<file path="config.mk">
export PLATFORM = sky130hd
export DESIGN_NAME = bus_arbiter_2way
export DESIGN_NICKNAME = d
export VERILOG_FILES = /design/src/rtl/bus_arbiter_2way.sv
export SDC_FILE = /design/constraint.sdc
export NUM_CORES = 1
export LEC_CHECK = 0
export ABC_AREA = 1
export CORE_UTILIZATION = 40
export CTS_BUF_LIST = sky130_fd_sc_hd__clkbuf_8
export DETAILED_ROUTE_END_ITERATION = 8
export RECOVER_POWER = 25
export SETUP_SLACK_MARGIN = 0.5
export SLEW_MARGIN = 25
export SYNTH_ARGS = -nofsm -noshare
export SYNTH_HDL_FRONTEND = slang
export SYNTH_SLANG_ARGS = --single-unit
</file>
<file path="constraint.sdc">
create_clock -name clk -period 2.75 [get_ports clk]
set_clock_uncertainty 0.15 [all_clocks]
set_input_delay 0.4125 -clock clk [delete_from_list [all_inputs] [get_ports clk]]
set_output_delay 0.4125 -clock clk [all_outputs]
set_load 0.02 [all_outputs]
</file>
<file path="src/rtl/bus_arbiter_2way.sv">
// rtl/bus_arbiter_2way.sv - two-master round-robin arbiter with grant watchdog, drives mux way select
module bus_arbiter_2way #(
  parameter int TIMEOUT = 16
) (
  input  logic clk,
  input  logic rst_n,
  input  logic req1,
  input  logic req2,
  input  logic slave_done,
  output logic sel,
  output logic gnt1,
  output logic gnt2,
  output logic busy,
  output logic timeout_err
);

  // Watchdog counter only has to reach TIMEOUT-1; width derived, not user-set.
  localparam int CNTW = (TIMEOUT < 2) ? 1 : $clog2(TIMEOUT + 1);
  localparam bit WD_EN = (TIMEOUT != 0);
  localparam logic [CNTW-1:0] WD_LAST = (TIMEOUT == 0) ? '0 : CNTW'(TIMEOUT - 1);
  localparam logic [CNTW-1:0] CNT_MAX = '1;

  typedef enum logic [1:0] {
    IDLE = 2'd0,
    OWN1 = 2'd1,
    OWN2 = 2'd2
  } state_t;

  state_t          state_q, state_d;
  logic            sel_q, sel_d;
  logic            last_q, last_d;      // way served most recently: 0 = master1, 1 = master2
  logic            terr_q, terr_d;
  logic [CNTW-1:0] cnt_q, cnt_d;

  logic own_req;
  logic other_req;
  logic wd_fire;
  logic release_c;

  // Next-state, way select, round-robin pointer and watchdog update
  always_comb begin
    state_d   = state_q;
    sel_d     = sel_q;
    last_d    = last_q;
    cnt_d     = cnt_q;
    terr_d    = 1'b0;
    own_req   = (state_q == OWN2) ? req2 : req1;
    other_req = (state_q == OWN2) ? req1 : req2;
    wd_fire   = 1'b0;
    release_c = 1'b0;

    case (state_q)
      IDLE: begin
        // On a tie, master1 wins only if master2 was served last.
        if (req1 && (!req2 || last_q)) begin
          state_d = OWN1;
          sel_d   = 1'b0;
          cnt_d   = '0;
        end else if (req2) begin
          state_d = OWN2;
          sel_d   = 1'b1;
          cnt_d   = '0;
        end
      end

      OWN1, OWN2: begin
        // slave_done suppresses a same-cycle watchdog fire so a normal release wins.
        wd_fire   = WD_EN && (cnt_q == WD_LAST) && !slave_done && own_req;
        release_c = slave_done || !own_req || wd_fire;
        if (release_c) begin
          last_d = (state_q == OWN2);
          terr_d = wd_fire;
          cnt_d  = '0;
          if (other_req) begin
            // Direct handover without an idle gap.
            state_d = (state_q == OWN2) ? OWN1 : OWN2;
            sel_d   = (state_q == OWN1);
          end else begin
            state_d = IDLE;
          end
        end else if (WD_EN && (cnt_q != CNT_MAX)) begin
          cnt_d = cnt_q + CNTW'(1);
        end
      end

      default: begin
        state_d = IDLE;
      end
    endcase
  end

  // State and output registers, asynchronously cleared
  always_ff @(posedge clk or negedge rst_n) begin
    if (!rst_n) begin
      state_q <= IDLE;
      sel_q   <= 1'b0;
      last_q  <= 1'b1;
      terr_q  <= 1'b0;
      cnt_q   <= '0;
    end else begin
      state_q <= state_d;
      sel_q   <= sel_d;
      last_q  <= last_d;
      terr_q  <= terr_d;
      cnt_q   <= cnt_d;
    end
  end

  assign sel         = sel_q;
  assign gnt1        = (state_q == OWN1);
  assign gnt2        = (state_q == OWN2);
  assign busy        = (state_q == OWN1) || (state_q == OWN2);
  assign timeout_err = terr_q;

endmodule
</file>
==> results by group <==
Run status
  • Status: complete, no violations

Die
  • Die extent in y: 44.9 um
  • Total die area: 2010 sq um
  • Die boundary width: 44.9 um
  • Initial cell density of the core: 42.5%
  • Std-Cell Core Area: 1730 sq um
  • Std-Cell Rows: 15
  • Number of placed I/O pins: 10

Job
  • Max-cap viol count: 0

Worst setup path
  • Crit path max-delay cell type: ha_2
  • Worst EP arrival: 1550 ps
  • WS Path Type: reg2out
  • Reg2reg end: cnt_q[0]
  • Total buffers and inverters traversed by the critical path: 2
  • Worst stage delay on the critical path: 460 ps
  • FF-to-FF path depth: 9
  • Worst r2r src: cnt_q[0]
  • Crit Path Max Fanout: 10
  • Type of element capturing the critical path: output pin
  • CP Cell Sequence: inv_1, ha_2, dlygate4sd2_1
  • Slack of the worst reg-to-reg path: 880 ps
  • Required @ worst endpoint: 2190 ps
  • Launching element type of the critical path: flip-flop
  • Family with the most delay on the worst path: adder cells

Drt
  • Iteration-0 DRC count of the detailed router: 16
  • Detailed-routing iteration count for the pre-antenna-repair pass: 4
  • Post-detailed-route count of antenna-violating nets: 0
  • DRC viols: 0
  • Post-DR vias/cell: 4.66
  • Average wire length per cell after detail routing: 9.99 um
  • Vias: 638
  • Total Wirelength: 1370 um

STA
  • Final hold viol count: 0
  • Setup violations, final: 0
  • Setup repair after global routing missed its margin: no
  • Slew Limit Headroom: 66.3%
  • Upper clock frequency limit: 474 MHz
  • Final hold slack: 330 ps
  • Fin. max-slew vios: 0
  • Setup_tns: 0 ps
  • Shortest period the worst path allows: 2110 ps
  • Final period utilization: 76.8%
  • Least-Margin Pin Slew: 504 ps

Placed design
  • Post-DP HPWL: 1020 um
  • RePlAce Congestion: 0.757
  • IO buf count: 9

Global route
  • GR Util All Layers: 16.2%
  • Wire length of the first global-routing pass: 2310 um
  • Antenna violations before repair: 0
  • Number of global-route vias before repair: 544
  • Global route overflow: 0
  • Largest net degree at the start of global routing: 11

Synthesis
  • Sequential fraction of the synthesis area: 34.2%
  • Syn Std Cell Area: 734 sq um
  • Largest cells by area after synthesis: dfrtp_1, nand2_1, ha_1
  • Share of flip-flops with an asynchronous set or reset: 100%
  • Top flip-flop cell by instance count after synthesis: dfrtp_1
  • Post-synth top cells: nand2_1, nor2_1, inv_1
  • Count of mapped cells out of synthesis: 100
  • Nets in the synthesized netlist: 112
  • Synthesized area per cell: 7.34 sq um
  • Number of distinct standard cells referenced by the synthesized netlist: 20
  • Synthesis warning total: 0
  • Fraction of synthesized cell area taken by the top area cell type: 30.7%
  • Flip-flop and latch count after synthesis: 10
  • EDFF count, synth: 0
  • Library cell with the largest summed area after synthesis: dfrtp_1
  • Dominant cell by count in the synthesized netlist: nand2_1

Clock network
  • Maximum level of the CTS H-tree: 1
  • Post-CTS Repair Setup Buffers: 0
  • CTS buffer count: 3
  • CTS tree: yes
  • Maximum buffer depth of the clock tree: 2
  • Root Driver: clkbuf_8
  • Clk pin slew, worst setup/hold paths: 50 ps
  • Clock latency reported for the late side of the worst-skew pair: 240 ps
  • Sinks on the clock net: 10

Power
  • Static Leakage: 0.000472 uW
  • Pwr per Cell Area: 976 nW/um^2
  • IR Drop Worst-Case VDD: 0.589 mV

Finish
  • Synthesis-to-finish area growth: 23.0%
  • Layout cells sized above 1: 12.5%
  • Final antenna diode count: 0
  • Post-layout nets: 125

Min path
  • Hold crit path type: reg2reg
  • Number of cells on the worst hold path: 2
  • Hold_sp: sel
  • End point of the most critical hold path: sel
-- report_power, final --
group	switching (uW)	total, uW	internal (uW)
registers	31.2	218	187
clock network	62.2	188	126
logic	303	475	172
-- worst min-delay path, delay by kind of cell (launching register included) --
| family | cells | cell delay [ps] |
|---|---|---|
| DFF | 1 | 340 |
| and+or+nand+nor | 2 | 110 |
-- layer usage --
metal,vias to the layer above,global-route usage [%],part of all wire (%)
met5,-,0,0
met4,0,9.09,2.0
met3,5,3.60,4.0
met2,14,22.4,42
met1,284,23.1,52
li1,335,-,-
-- kinds of logic after synthesis --
| group | count (synthesis) | synth area share (%) |
|---|---|---|
| and+or+nand+nor | 67 | 43.4 |
| DFF | 10 | 34.2 |
| buffers and inverters | 12 | 7.15 |
| adders and majority gates | 7 | 11.9 |
| xor gates and xnor gates | 1 | 1.19 |
| AOI/OAI and AO/OA | 3 | 2.04 |
-- area by class of cell --
type                       count  area [sq um]
tap                           25          31.3
multi-input combinational     78           433
fill                         162           823
inverter                      11          41.3
clock buffer                   4          55.1
timing repair buffer           9          91.3
sequential                    10           251
-- layout by cell type (no fill, tap or decap) --
cell / count
ha_1: 6
inv_1: 10
inv_2: 1
ha_2: 1
xnor2_1: 1
nor2_2: 1
nand3_1: 9
nand2_1: 37
or2_0: 1
dlymetal6s2s_1: 1
clkdlybuf4s50_1: 6
dfstp_2: 1
nand2_4: 1
o21ai_1: 2
clkbuf_8: 4
nand4_4: 1
and3_1: 1
nand4_1: 1
nor2_1: 11
nand2_2: 3
nand3_4: 1
dlygate4sd3_1: 1
dlygate4sd2_1: 1
dfrtp_1: 9
o21ai_0: 1
-- stage by stage --
stage	setup slack (ps)	power, uW	utilization [%]	std cells	area, sq um
6_report	639	882	52.3	137	903
5_1_grt	571	962	52.3	137	903
4_1_cts	533	891	52.2	137	901
3_5_place_dp	504	700	48.9	133	845
3_3_place_gp	558	694	48.9	133	845
2_1_floorplan	1020	589	-	100	734
-- state kept, by name, summed over array words and instances, names as in the netlist --
signal and count:
timeout_err 1, sel 1, state_q 2, cnt_q 5
last_q 1
-- timing repair --
action,in CTS,in global routing
setup endpoints to repair,1,1
hold buffers,0,0
endpoints found under the hold margin,0,0
gates resized for setup,2,1
-- worst max path at each step --
stage / to / slack, ps / cells past startpoint / startpoint
after floorplan: cnt_q[2] / 1020 / 9 / state_q[0]
after global placement: busy / 560 / 3 / state_q[0]
after detailed placement: busy / 500 / 3 / state_q[0]
after CTS: gnt2 / 530 / 3 / state_q[0]
after global routing: busy / 570 / 3 / state_q[0]
final: busy / 640 / 3 / state_q[0]
No activity file was read; power rests on OpenSTA's default activity.
